--- src/rtl/wa_wr_buffer_if.sv ---
// Interface bundling the sif write strobe side and the target replay side
// of wa_wr_buffer, plus its level/overflow status signals.
interface wa_wr_buffer_if #(
    parameter int ADDR_W = 8,
    parameter int DATA_W = 16,
    parameter int DEPTH  = 8
);
    localparam int LW = $clog2(DEPTH) + 1;

    logic              wa_wr_s;
    logic [ADDR_W-1:0] wa_addr;
    logic [DATA_W-1:0] wa_data_wr;
    logic              tgt_valid;
    logic [ADDR_W-1:0] tgt_addr;
    logic [DATA_W-1:0] tgt_data;
    logic              tgt_ready;
    logic [LW-1:0]     level;
    logic              ovf;
    logic              ovf_clr;

    modport slave (
        input  wa_wr_s, wa_addr, wa_data_wr, tgt_ready, ovf_clr,
        output tgt_valid, tgt_addr, tgt_data, level, ovf
    );

    modport master (
        output wa_wr_s, wa_addr, wa_data_wr, tgt_ready, ovf_clr,
        input  tgt_valid, tgt_addr, tgt_data, level, ovf
    );
endinterface

--- src/rtl/wa_wr_buffer.sv ---
// Write-post FIFO behind sif: absorbs write strobes, replays them over
// valid/ready, flags drops. Optional: WA_WR_BUFFER_COALESCE_EN merges writes.
module wa_wr_buffer #(
    parameter int ADDR_W = 8,
    parameter int DATA_W = 16,
    parameter int DEPTH  = 8
) (
    input  logic            clk,
    input  logic            rst,
    wa_wr_buffer_if.slave   bus
);
    localparam int PW = $clog2(DEPTH);
    localparam int LW = PW + 1;

    logic [ADDR_W-1:0] addr_mem_q [DEPTH];
    logic [DATA_W-1:0] data_mem_q [DEPTH];

    logic [PW-1:0] wr_ptr_q, wr_ptr_d;
    logic [PW-1:0] rd_ptr_q, rd_ptr_d;
    logic [LW-1:0] level_q, level_d;
    logic          ovf_q, ovf_d;

    logic valid, pop, full, push, drop, coal;

`ifdef WA_WR_BUFFER_COALESCE_EN
    logic [PW-1:0] newest;
    assign newest = wr_ptr_q - 1'b1;
    // Merge into the newest entry when it targets the same address and
    // is not leaving the FIFO this cycle.
    always_comb begin
        coal = 1'b0;
        if (bus.wa_wr_s && level_q != '0 &&
            addr_mem_q[newest] == bus.wa_addr &&
            (level_q > LW'(1) || !pop))
            coal = 1'b1;
    end
`else
    assign coal = 1'b0;
`endif

    // Handshake decode and next-state for pointers, level and overflow.
    always_comb begin
        valid    = (level_q != '0);
        pop      = valid & bus.tgt_ready;
        full     = (level_q == LW'(DEPTH));
        push     = bus.wa_wr_s & ~coal & (~full | pop);
        drop     = bus.wa_wr_s & ~coal & full & ~pop;
        wr_ptr_d = push ? wr_ptr_q + 1'b1 : wr_ptr_q;
        rd_ptr_d = pop  ? rd_ptr_q + 1'b1 : rd_ptr_q;
        level_d  = level_q;
        unique case ({push, pop})
            2'b10:   level_d = level_q + LW'(1);
            2'b01:   level_d = level_q - LW'(1);
            default: level_d = level_q;
        endcase
        ovf_d = ovf_q;
        if (drop)
            ovf_d = 1'b1;
        else if (bus.ovf_clr)
            ovf_d = 1'b0;
    end

    // Control state; reset discards all held entries.
    always_ff @(posedge clk or posedge rst) begin
        if (rst) begin
            wr_ptr_q <= '0;
            rd_ptr_q <= '0;
            level_q  <= '0;
            ovf_q    <= 1'b0;
        end else begin
            wr_ptr_q <= wr_ptr_d;
            rd_ptr_q <= rd_ptr_d;
            level_q  <= level_d;
            ovf_q    <= ovf_d;
        end
    end

    // Storage array is left unreset; only written on accept or merge.
    always_ff @(posedge clk) begin
        if (push) begin
            addr_mem_q[wr_ptr_q] <= bus.wa_addr;
            data_mem_q[wr_ptr_q] <= bus.wa_data_wr;
        end
`ifdef WA_WR_BUFFER_COALESCE_EN
        else if (coal) begin
            data_mem_q[newest] <= bus.wa_data_wr;
        end
`endif
    end

    // Head is forced to zero while empty so outputs are clean after reset.
    assign bus.tgt_valid = valid;
    assign bus.tgt_addr  = valid ? addr_mem_q[rd_ptr_q] : '0;
    assign bus.tgt_data  = valid ? data_mem_q[rd_ptr_q] : '0;
    assign bus.level     = level_q;
    assign bus.ovf       = ovf_q;
endmodule

--- src/flat_wrapper.sv ---
// flat-port wrapper written by rule: the top's interface ports become plain ports
module wa_wr_buffer_flat 
#(
    parameter int ADDR_W = 8,
    parameter int DATA_W = 16,
    parameter int DEPTH  = 8
)
  (clk, rst, bus_wa_wr_s, bus_wa_addr, bus_wa_data_wr, bus_tgt_ready, bus_ovf_clr, bus_tgt_valid, bus_tgt_addr, bus_tgt_data, bus_level, bus_ovf);
  wa_wr_buffer_if #(.ADDR_W(ADDR_W), .DATA_W(DATA_W), .DEPTH(DEPTH)) bus_i ();
  input  logic clk;
  input  logic rst;
  input wire logic [$bits(bus_i.wa_wr_s)-1:0] bus_wa_wr_s;
  input wire logic [$bits(bus_i.wa_addr)-1:0] bus_wa_addr;
  input wire logic [$bits(bus_i.wa_data_wr)-1:0] bus_wa_data_wr;
  input wire logic [$bits(bus_i.tgt_ready)-1:0] bus_tgt_ready;
  input wire logic [$bits(bus_i.ovf_clr)-1:0] bus_ovf_clr;
  output wire logic [$bits(bus_i.tgt_valid)-1:0] bus_tgt_valid;
  output wire logic [$bits(bus_i.tgt_addr)-1:0] bus_tgt_addr;
  output wire logic [$bits(bus_i.tgt_data)-1:0] bus_tgt_data;
  output wire logic [$bits(bus_i.level)-1:0] bus_level;
  output wire logic [$bits(bus_i.ovf)-1:0] bus_ovf;
  assign bus_i.wa_wr_s = bus_wa_wr_s;
  assign bus_i.wa_addr = bus_wa_addr;
  assign bus_i.wa_data_wr = bus_wa_data_wr;
  assign bus_i.tgt_ready = bus_tgt_ready;
  assign bus_i.ovf_clr = bus_ovf_clr;
  assign bus_tgt_valid = bus_i.tgt_valid;
  assign bus_tgt_addr = bus_i.tgt_addr;
  assign bus_tgt_data = bus_i.tgt_data;
  assign bus_level = bus_i.level;
  assign bus_ovf = bus_i.ovf;
  wa_wr_buffer #(.ADDR_W(ADDR_W), .DATA_W(DATA_W), .DEPTH(DEPTH)) u_core (.clk(clk), .rst(rst), .bus(bus_i));
endmodule
--- config.mk ---
export PLATFORM = sky130hd
export DESIGN_NAME = wa_wr_buffer_flat
export DESIGN_NICKNAME = d
export VERILOG_FILES = /design/src/rtl/wa_wr_buffer_if.sv /design/src/rtl/wa_wr_buffer.sv /design/src/flat_wrapper.sv
export SDC_FILE = /design/constraint.sdc
export NUM_CORES = 1
export LEC_CHECK = 0
export ABC_AREA = 0
export BUFFER_PORTS_ARGS = -buffer_cell sky130_fd_sc_hd__buf_4
export CAP_MARGIN = 20
export CORE_MARGIN = 2
export CORE_UTILIZATION = 50
export DETAILED_ROUTE_END_ITERATION = 12
export GPL_ROUTABILITY_DRIVEN = 0
export HOLD_SLACK_MARGIN = 0.06
export PLACE_DENSITY = 0.8
export SLEW_MARGIN = 20
export SYNTH_ARGS = -nofsm -noshare
export SYNTH_HDL_FRONTEND = slang
export SYNTH_SLANG_ARGS = --single-unit
--- constraint.sdc ---
create_clock -name clk -period 3.5 [get_ports clk]
set_input_delay 0.175 -clock clk [delete_from_list [all_inputs] [get_ports clk]]
set_output_delay 0.175 -clock clk [all_outputs]
set_load 0.005 [all_outputs]
; Word-level counts from Yosys, hierarchy flattened
; Memory sizes are Yosys's and may differ from the RTL's.
; Cells that the tools add are included.
[totals]
out_inout_bits = 30
inputBits = 29
mem_count = 2
elab_cells = 30
ff_bits = 11
ramBits = 192
[memory_table]
columns = name, depth, width, rd, rd_ports_with_merged_regs, write_ports, line
row1 = u_core.data_mem_q, 8, 16, 1, 0, 1, wa_wr_buffer.sv:16  ; logic [DATA_W-1:0] data_mem_q [DEPTH];
row2 = u_core.addr_mem_q, 8, 8, 1, 0, 1, wa_wr_buffer.sv:15  ; logic [ADDR_W-1:0] addr_mem_q [DEPTH];
[op_classes]
add_sub_neg = 4
reduce_logical = 3
bitwise = 7
n_eq_ne = 3
n_mux = 7
[op_table]
columns = operator, count
row1 = two-way mux 16 bit, 1
row2 = two-way mux 8 bit, 1
row3 = case mux 4 bit (2 select lines), 1
row4 = adder 3 x 1 -> 3 bit (second input constant), 2
row5 = adder 4 x 1 -> 4 bit (second input constant), 1
row6 = bitwise AND 1 bit, 4
row7 = equality test 4 bit (second input constant), 1
row8 = two-way mux 1 bit, 4
row9 = nonzero test 2 bit, 2
row10 = nonzero test 4 bit, 1
row11 = subtractor 4 x 1 -> 4 bit (second input constant), 1
row12 = equality test 2 x 1 -> 1 bit (second input constant), 1
row13 = equality test 2 bit (second input constant), 1
row14 = NOT 1 bit, 2
row15 = OR 1 bit, 1

; Depth between registers and ports, before layout
; Gate-level depths: netlist (run 1).
[depth]
ltp_word = 6
mapped_depth = 8
mapped_depth_nobuf = 7

; Worst setup path before layout (run 1)
; Ideal clock, no wire load.
[synth_path]
kind = flip-flop to flip-flop
from = register u_core.level_q[2], in the netlist u_core.bus.level[2]
to = memory u_core.addr_mem_q[0][0], enable pin
path_stages_with_launch = 5
path_buffers = 1
setup_ps = 466
setup_slack_ps = -170
synth_period_minus_slack_ps = 3670
required_time_ps = 3034
arrival_ps = 3204
cell_sequence = dfrtp_1 -> buf_2 -> or3_1 -> o21ai_1 -> nor4_1
[synth_via]
elab_chain_len = 6
elab_cells_between_ends = 8
cone_classes = eq/ne (1) / mux (2) / bitwise (4) / reduce/logical (1)
[synth_rtl]
columns = element, line
row1 = "start, declared", wa_wr_buffer.sv:20  ; logic [LW-1:0] level_q, level_d;
row2 = "start signal, assigned", wa_wr_buffer.sv:73  ; level_q <= level_d;
row3 = nonzero test 4 bit or equality test 4 bit (tied branches), "wa_wr_buffer.sv:43, wa_wr_buffer.sv:45"
row4 = bitwise AND 1 bit or NOT 1 bit (tied branches), "wa_wr_buffer.sv:44, wa_wr_buffer.sv:46"
row5 = OR 1 bit *, wa_wr_buffer.sv:46  ; push = bus.wa_wr_s & ~coal & (~full | pop);
row6 = bitwise AND 1 bit *, wa_wr_buffer.sv:46
row7 = two-way mux 1 bit *, wa_wr_buffer.sv:80  ; if (push) begin
row8 = two-way mux 1 bit (implied by the code) *, wa_wr_buffer.sv:81  ; addr_mem_q[wr_ptr_q] <= bus.wa_addr;
row9 = "end, declared", wa_wr_buffer.sv:15
; Every way passes the cells marked *; elsewhere a longest branch is shown, timed or not.

; Worst setup path after layout (run 1)
[layout_path]
from = register u_core.level_q[1], in the netlist u_core.bus.level[1]
to = output bus_tgt_addr[3]
[layout_via]
elab_chain_len = 2
[layout_rtl]
columns = element, line
row1 = nonzero test 4 bit, wa_wr_buffer.sv:43  ; valid = (level_q != '0);
row2 = two-way mux 8 bit, wa_wr_buffer.sv:93  ; assign bus.tgt_addr = valid ? addr_mem_q[rd_ptr_q] : '0;
row3 = "end, declared", flat_wrapper.sv:18  ; output wire logic [$bits(bus_i.tgt_addr)-1:0] bus_tgt_addr;
; Every way passes these cells.

==> results of run 1 <==
[final timing paths]
path                                     startpoint                      end  slack, ps  depth (start not counted)
worst max-delay path            u_core.bus.level[1]          bus_tgt_addr[3]        710                          4
max in group asynchronous                       rst       u_core.rd_ptr_q[0]       2900                          3
worst min register to register       u_core.bus.ovf           u_core.bus.ovf        530                          2
min in group asynchronous                       rst       u_core.wr_ptr_q[0]        260                          3
worst max register to register  u_core.bus.level[1]  u_core.addr_mem_q[4][5]        750                          4
worst min-delay path                    bus_wa_wr_s      u_core.bus.level[0]        110                          2
[placed cells by master, fill, tap and decap left out, types with 4 or more instances in the layout]
cell / count
o21ai_0: 4
dlygate4sd3_1: 27
a22o_1: 24
edfxtp_1: 192
dfrtp_1: 9
clkbuf_16: 21
clkinv_1: 4
mux4_2: 48
nor3_2: 4
inv_1: 5
clkbuf_1: 5
nand2_1: 4
buf_4: 74
xnor2_1: 4
[cell type report]
type / instances / area (um2) / share of cell area (%)
clock buffers: 27 / 558 / 5.84
clock inverters: 9 / 68.8 / 0.720
inverters: 5 / 18.8 / 0.196
multi-input cells: 133 / 1760 / 18.4
flip-flops and latches: 203 / 6050 / 63.2
well taps: 211 / 264 / 2.76
repair buffers: 102 / 846 / 8.84
[critical path, delay by kind of cell, from the launching register on]
kind | cells | cell delay (ps)
AO/OA/AOI/OAI | 1 | 330
buffers and inverters | 1 | 140
flip-flops | 1 | 500
AND/OR/NAND/NOR | 2 | 1150
[cell families (layout without fill, tap and decap cells)]
| kind of cell | after synthesis | in the layout | share of synthesized area [%] |
|---|---|---|---|
| adder cells (fa/ha/maj) | 3 | 3 | 0.475 |
| multiplexers | 52 | 52 | 14.2 |
| buffers and inverters | 29 | 143 | 1.87 |
| AND/OR/NAND/NOR | 31 | 31 | 2.22 |
| XOR/XNOR | 4 | 4 | 0.443 |
| flip-flops | 203 | 203 | 76.4 |
| AO/OA/AOI/OAI | 43 | 43 | 4.35 |
[routing by layer]
| metal | vias up | GRT usage (%) |
|---|---|---|
| met5 | - | 0 |
| met1 | 2054 | 25.8 |
| met4 | 0 | 6.64 |
| met3 | 28 | 2.58 |
| met2 | 138 | 30.0 |
| li1 | 1739 | - |
[power by group through the flow]
| stage | clock [W] | combinational [W] | sequential, W |
|---|---|---|---|
| finish | 0.00202 | 0.00236 | 0.00338 |
| global route | 0.00214 | 0.00254 | 0.00342 |
| CTS | 0.00206 | 0.00241 | 0.00338 |
| detailed placement | 0 | 0.00236 | 0.00342 |
| global placement | 0 | 0.00232 | 0.00339 |
| floorplan | 0 | 0.00163 | 0.00321 |
[per-stage QoR]
step / cells / instance area [um2] / setup WS (ps) / power (W)
6_report: 690 / 9560 / 714 / 0.00776
2_1_floorplan: 365 / 7910 / 450 / 0.00484
3_3_place_gp: 627 / 8660 / 910 / 0.00571
4_1_cts: 690 / 9560 / 693 / 0.00785
3_5_place_dp: 627 / 8670 / 810 / 0.00579
5_1_grt: 690 / 9560 / 596 / 0.00810
[flip-flops by register name (all words and copies together), names as in the netlist]
signal / count
u_core.data_mem_q: 128
u_core.bus.ovf: 1
u_core.bus.level: 4
u_core.rd_ptr_q: 3
u_core.addr_mem_q: 64
u_core.wr_ptr_q: 3
==> results.txt, run 1 <==
switching pwr - 0.00222 W
Hold Buf Count CTS - 27
CTS sink count - 203
met2 routed WL - 7670 um
sequential area share after synthesis - 76.4%
power density over cell area - 811 nW/um2
layout cell share with drive strength beyond 1 - 34.4%
die area - 16,800 um2
register bit total from synthesis - 203
routed length per instance - 22.0 um
Post-CTS Resized - 0
wire length on met1 - 6390 um
Die X - 130 um
synth-to-layout area growth - 21.0%
fin crit period - 2790 ps
DIE HEIGHT - 130 um
Core Area - 15,300 um2
Setup violations, final - 0
CP Cell Sequence - or4_1 > and2_2 > a22o_1 > buf_4
Worst path max stage delay - 670 ps
mapped cell area - 7900 um2
Sw Share - 28.6%
num rows - 45
overall routed net length - 15,200 um
Max Clock Skew - 6.29 ps
required time of the critical path - 3320 ps
Worst EP arrival - 2610 ps
synth top area cells - edfxtp_1 73%, mux4_2 14%, dfrtp_1 3.5%, a22o_1 2.7%, buf_2 0.57%
post-route ant nets - 0
Met3 Wirelength - 773 um
CP Class - reg -> out
number of remaining DRC errors - 0
Post-synth EDFFs - 192
Rel. slew slack - 27.7%
async set-or-reset flop fraction in the synthesized netlist - 5.42%
Post-DP HPWL - 8590 um
CTS clk-pin slew, worst paths - 60 ps
count leader, synth - edfxtp_1
Global Route Usage Sum - 18.4%
Crit-path slowest cell - or4_1
Clk pwr share - 26.1%
Port-buffer cells - 58
Root Buffer Master - clkbuf_16
initial drt markers - 372
Pins Over Slew Limit - 0
largest net degree at the start of global routing - 27
CTS tree - done
Main synth FF type - edfxtp_1
CP max FO - 24
drt via density - 5.74
Mapped Nets - 397
Filler cells - 1,075
total grt overflow - 0
total negative slack - 0 ps
post-CTS setup buffers - 0
CTS H-tree lvls - 1
leakage - 3.25 nW
Final nets - 498
hold_ws - 115 ps
CTS Buf Count - 21
initial antenna violation count - 0
Syn Area/Cell - 21.7 um2
final worst-path cycle share - 79.6%
Initial Utilization - 51.6%
Final Util - 62.4%
synth cell count leaders - 192 x edfxtp_1, 48 x mux4_2, 24 x a22o_1
Max Fclk - 0.359 GHz
RSZ-0062 raised after global routing - false
Yosys top cell area share - 72.9%
vias in the first global route - 4,036
first-pass GRT wire length - 22,900 um
CP Capture Type - primary output
IO Pins - 59
Skew-Pair Late Insertion Delay - 480 ps
Longest Clk Path Bufs - 3
status - complete, no violations
synth unique cells - 40
Warnings, synthesis - 0
slew at the pin closest to its max-slew limit - 1080 ps
# diodes - 0
DR vias - 3,959
synthesized instance count - 365
cell-internal power - 0.00554 W
Max-Cap Viols - 0
Synth area leader - edfxtp_1
Pre-Repair DR Iteration Count - 4
Hold Vio Cnt, Final - 0
worst hold path class - in -> reg
Combinational Power Share - 30.4%
element type at the critical path start - flip-flop
VDD IR-drop max - 0.000424 V
Seq pwr share - 43.5%
Max Used Layer - met4
(Power assumes the default switching activity.)
==> run 2, diff against run 1 <==
Settings changed: ABC_AREA 0 to 1, PLACE_DENSITY 0.8 to 0.77.
Clock period 3.5 ns to 2.85 ns, I/O delays scaled along.
==> run 2 against run 1 <==
  * Count of clock-buffer cells in the layout shrank 2
  * Sequential share of layout area shrank 2.5 points
  * Wire length grew 15%
  * Critical endpoint is now bus_tgt_data[2]
  * Largest cell class unchanged
==> results.txt, run 2 <==
CP Class - reg -> out
Crit-path slowest cell - inv_2
Pins Over Slew Limit - 0 (unchanged)
design area - 9950 um2 (+4.1%)
Hold Vio Cnt, Final - 0 (unchanged)
element type at the critical path start - flip-flop
number of remaining DRC errors - 0 (unchanged)
Worst R2R Path Depth - 7 (+3)
Post-CTS Resized - 0 (unchanged)
register bit total from synthesis - 203 (unchanged)
power density over cell area - 1060 nW/um2 (+31%)
synth unique cells - 23 (-43%)
status - complete, no violations
async set-or-reset flop fraction in the synthesized netlist - 5.42% (unchanged)
Longest Clk Path Bufs - 3 (unchanged)
number of flip-flops in the largest register - 128 (unchanged)
Hold Buf Count CTS - 29 (+7.4%)
synthesized instance count - 633 (+73%)
Skew-Pair Late Insertion Delay - 480 ps (about the same)
commonest non-fill, non-tap cell in the layout - edfxtp_1
worst hold path class - in -> async
CTS tree - done
largest net degree at the start of global routing - 98 (+260%)
mapped cell area - 8190 um2 (+3.7%)
Port-buffer cells - 58 (unchanged)
post-CTS setup buffers - 0 (unchanged)
initial antenna violation count - 0 (unchanged)
VDD IR-drop max - 0.000698 V (+65%)
Pre-Repair DR Iteration Count - 5 (+1)
Mapped Nets - 665 (+68%)
# diodes - 0 (unchanged)
total negative slack - 0 ps (unchanged)
Worst EP arrival - 2350 ps (-260 ps)
count leader, synth - edfxtp_1
final worst-path cycle share - 87.4%
overall routed net length - 17,400 um (+15%)
Post-synth EDFFs - 192 (unchanged)
Setup violations, final - 0 (unchanged)
first-pass GRT wire length - 27,400 um (+20%)
CP max FO - 42 (+75%)
Root Buffer Master - clkbuf_16
total grt overflow - 0 (unchanged)
GRT busiest layer - met2
initial drt markers - 661 (+78%)
Global Route Usage Sum - 19.7% (+1.3 points)
commonest cells after routing, fill and taps aside - 192 x edfxtp_1, 149 x nor2_1, 104 x o21ai_0
Core Area - 15,900 um2 (+4.1%)
synth top area cells - edfxtp_1 70%, nor2_1 7.2%, o21ai_0 6.4%, dfrtp_1 3.4%, mux2i_1 2.9%
Main synth FF type - edfxtp_1
post-route ant nets - 0 (unchanged)
Worst path max stage delay - 440 ps (-230 ps)
Initial Utilization - 51.4% (-0.22 points)
Max Fclk - 0.402 GHz
Die X - 132 um (+1.8%)
DR vias - 5,344 (+35%)
required time of the critical path - 2710 ps (-610 ps)
CP Cell Sequence - inv_2 > buf_12 > nor2_1 > o21ai_0 > o21ai_0 > nor2_1 > buf_4
DIE HEIGHT - 132 um (+1.8%)
leakage - 3.58 nW (+10%)
Synth area leader - edfxtp_1
met2 Use GR - 33.5% (+3.5 points)
vias in the first global route - 5,296 (+31%)
Final nets - 753 (+51%)
synth cell count leaders - 192 x edfxtp_1, 157 x nor2_1, 104 x o21ai_0
grt met3 use - 2.50% (-0.084 points)
grt met1 use - 26.6% (+0.83 points)
CTS Buf Count - 20 (-4.8%)
IO Pins - 59 (unchanged)
CTS H-tree lvls - 1 (unchanged)
synth-to-layout area growth - 21.5%
layout cell share with drive strength beyond 1 - 16.6% (-18 points)
routed length per instance - 18.3 um (-17%)
Final Util - 62.4% (about the same)
DP Area - 8880 um2 (+2.5%)
fin crit period - 2490 ps
Most flops, register - u_core.data_mem_q
Syn Area/Cell - 12.9 um2 (-40%)
CTS clk-pin slew, worst paths - 60 ps (about the same)
Post-DP HPWL - 9710 um (+13%)
num rows - 46 (+2.2%)
CTS sink count - 203 (unchanged)
Rel. slew slack - 39.6% (+12 points)
CP Capture Type - primary output
Yosys top cell area share - 70.4% (-2.6 points)
drt via density - 5.62 (-2.1%)
slew at the pin closest to its max-slew limit - 905 ps (-174 ps)
Max Clock Skew - 16.9 ps (+10.6 ps)
RSZ-0062 raised after global routing - false
Warnings, synthesis - 0 (unchanged)
die area - 17,400 um2 (+3.5%)
sequential area share after synthesis - 73.7% (-2.7 points)
Max-Cap Viols - 0 (unchanged)
## run 2: cell type report
class / count / area [um2]
Fill cell: 1130 / 5990
Sequential cell: 203 / 6040
Inverter: 16 / 60.1
Clock inverter: 11 / 213
Clock buffer: 25 / 571
Timing Repair Buffer: 103 / 921
Multi-Input combinational cell: 377 / 1870
Tap cell: 216 / 270
## run 2: worst paths after layout
kind                                startpoint                        to  slack (ps)
setup / recovery            u_core.rd_ptr_q[0]           bus_tgt_data[2]         360
hold / removal                             rst       u_core.bus.level[3]         210
setup reg to reg           u_core.bus.level[2]  u_core.data_mem_q[1][14]         700
hold reg to reg             u_core.wr_ptr_q[0]        u_core.wr_ptr_q[0]         550
max in group asynchronous                  rst        u_core.rd_ptr_q[0]        2310
min in group clk                bus_wa_addr[3]   u_core.addr_mem_q[7][3]         430
## run 2: layer usage
metal	vias to the layer above	share of wire [%]	routed length, um
met2	245	50	8740
met1	2595	42	7300
met4	0	1.9	323
met5	-	0	0
met3	42	6.2	1080
li1	2462	-	-
## run 2: metrics by stage
stage / std cells / total power, W / hold WS, ps / worst slack (ps)
2_1_floorplan: 633 / 0.00622 / -5.06 / 428
3_3_place_gp: 886 / 0.00740 / 161 / 849
3_5_place_dp: 886 / 0.00755 / 175 / 758
4_1_cts: 951 / 0.0106 / 220 / 327
5_1_grt: 951 / 0.0112 / 268 / 165
6_report: 951 / 0.0106 / 210 / 360
## run 2: logic make-up after synthesis
kind of cell	after synthesis	share of synthesized area, %
flip-flops	203	73.7
AO/OA/AOI/OAI	147	9.36
multiplexers	25	3.07
buffers and inverters	53	3.63
adder cells (fa/ha/maj)	3	0.458
AND/OR/NAND/NOR	198	9.32
XOR/XNOR	4	0.428
## run 2: report_power, final
group | internal, W | total (W) | leakage [nW] | switching (W)
Sequential | 0.00374 | 0.00396 | 1.87 | 0.000215
Combinational | 0.00144 | 0.00361 | 1.33 | 0.00216
Clock | 0.00197 | 0.00303 | 0.375 | 0.00107
## run 2: worst max-delay path, delay by kind of cell (launching register included)
kind	cells	cell delay, ps
and+or+nand+nor	2	240
buffers and inverters	3	870
AOI/OAI and AO/OA	2	300
DFF	1	430
==> run 3, diff against run 2 <==
Settings changed: CORE_ASPECT_RATIO from default to 0.75.
==> run 3 against run 2 <==
  * Power is 4.0% lower
  * Register-to-register slack worse by 170 ps
  * Clock skew is 8.7 ps lower
  * Hold slack worse by 4.6 ps
  * Wire length is 0.95% higher
  * Non-clock buffer count is 1 higher
  * Critical path type unchanged
  * Global-route usage is 0.37 points higher
  * Largest power group unchanged
  * Maximum frequency is 1.6% lower
  * Via count is 0.51% lower
  * Clock power is 14% lower
  * Highest routed layer unchanged
  * Count of clock-buffer cells in the layout stayed put
==> results.txt, run 3 (synthesis results as in run 2) <==
CTS tree - done
total power - 0.0102 W (-4.0%)
Root Buffer Master - clkbuf_16
Hold Vio Cnt, Final - 0 (unchanged)
initial antenna violation count - 0 (unchanged)
Global Route Usage Sum - 20.0% (+0.37 points)
CP Capture Type - primary output
Final nets - 754 (+0.13%)
number of remaining DRC errors - 0 (unchanged)
Max-Cap Viols - 0 (unchanged)
status - complete, no violations
Port-buffer cells - 58 (unchanged)
Longest Clk Path Bufs - 3 (unchanged)
element type at the critical path start - flip-flop
CP Class - reg -> out
Worst EP arrival - 2390 ps (+40 ps)
first-pass GRT wire length - 27,600 um (+0.78%)
CTS H-tree lvls - 1 (unchanged)
Final WS setup - 320 ps (-40.2 ps)
fin crit period - 2530 ps (+40.2 ps)
DR vias - 5,317 (-0.51%)
Max Clock Skew - 8.18 ps (-8.74 ps)
Rel. slew slack - 53.8% (+14 points)
dpl cells - 881 (-0.56%)
area of the multi-input gates - 1870 um2 (unchanged)
design area - 9820 um2 (-1.3%)
total negative slack - 0 ps (unchanged)
IO Pins - 59 (unchanged)
post-route ant nets - 0 (unchanged)
vias in the first global route - 5,355 (+1.1%)
Filler cells - 1,208 (+6.9%)
Initial Utilization - 51.2% (-0.23 points)
overall routed net length - 17,600 um (+0.95%)
die area - 17,400 um2 (about the same)
# diodes - 0 (unchanged)
layout cell share with drive strength beyond 1 - 16.0% (-0.57 points)
Post-DP HPWL - 10,300 um (+6.1%)
drt via density - 5.62 (about the same)
CTS clk-pin slew, worst paths - 70 ps (about the same)
worst hold path class - in -> async
commonest cells after routing, fill and taps aside - 192 x edfxtp_1, 149 x nor2_1, 104 x o21ai_0
Setup violations, final - 0 (unchanged)
synth-to-layout area growth - 19.8%
DIE HEIGHT - 115 um (-13%)
Pre-Repair DR Iteration Count - 5 (unchanged)
Most flops, register - u_core.data_mem_q
CP max FO - 50 (+19%)
Core Area - 16,000 um2 (+0.46%)
routed length per instance - 18.6 um (+1.5%)
Die X - 152 um (+15%)
RSZ-0062 raised after global routing - false
total grt overflow - 0 (unchanged)
Skew-Pair Late Insertion Delay - 490 ps (about the same)
leakage - 3.53 nW (-1.4%)
slew at the pin closest to its max-slew limit - 693 ps (-212 ps)
power density over cell area - 1040 nW/um2 (-2.7%)
Post-CTS Resized - 0 (unchanged)
CTS sink count - 203 (unchanged)
DP Area - 8880 um2 (unchanged)
initial drt markers - 522 (-21%)
Post-Place Worst Slack - 515 ps (-243 ps)
fin cells - 946 (-0.53%)
required time of the critical path - 2710 ps (about the same)
VDD IR-drop max - 0.000666 V (-4.7%)
commonest non-fill, non-tap cell in the layout - edfxtp_1
num rows - 40 (-13%)
largest net degree at the start of global routing - 98 (unchanged)
Pins Over Slew Limit - 0 (unchanged)
Register Area - 6040 um2 (unchanged)
Max Fclk - 0.395 GHz (-1.6%)
number of flip-flops in the largest register - 128 (unchanged)
final worst-path cycle share - 88.8% (+1.4 points)
CTS Buf Count - 20 (unchanged)
run 3: metal layers:
metal	up-vias	share of wire, %	global-route usage (%)
li1	2463	-	-
met1	2595	42	26.0
met2	225	49	35.4
met3	34	7.0	3.81
met4	0	2.0	5.23
met5	-	0	0
run 3: where the power goes:
| part | internal [W] | switching, W |
|---|---|---|
| Clock | 0.00153 | 0.00106 |
| Sequential | 0.00374 | 0.000236 |
| Combinational | 0.00145 | 0.00215 |
run 3: path summary, 6_finish.rpt:
path	endpoint	startpoint	cells past startpoint	slack, ps
max	bus_tgt_addr[0]	u_core.rd_ptr_q[1]	6	320
min in group clk	u_core.addr_mem_q[2][6]	bus_wa_addr[6]	2	440
max in group asynchronous	u_core.rd_ptr_q[1]	rst	3	2330
max reg2reg	u_core.data_mem_q[7][1]	u_core.bus.level[2]	7	530
min reg2reg	u_core.wr_ptr_q[0]	u_core.wr_ptr_q[0]	2	560
min	u_core.bus.level[3]	rst	3	210
run 3: layout make-up:
| class | count | share of cell area, % |
|---|---|---|
| Timing Repair Buffer | 104 | 9.46 |
| Inverter | 16 | 0.612 |
| Tap cell | 210 | 2.68 |
| Multi-Input combinational cell | 377 | 19.1 |
| Sequential cell | 203 | 61.6 |
| Clock inverter | 11 | 1.11 |
| Clock buffer | 25 | 5.51 |
run 3: repair_timing:
item,CTS,global route
endpoints found under the hold margin,208,0
setup buffers,0,0
hold buffers,29,0
run 3: worst max-delay path, cell delays in order, from the launching register on:
cell     delay, ps
dfrtp_2        810
buf_12         290
o21ai_0        150
o21ai_1        150
o21ai_1         70
nor2_1         230
buf_4          160
run 3: through the flow:
stage                     util, %  hold WS (ps)
after floorplan                 -         -5.06
after global placement       55.4           173
after detailed placement     55.4           168
after CTS                    61.3           208
after global routing         61.3           241
final                        61.3           206
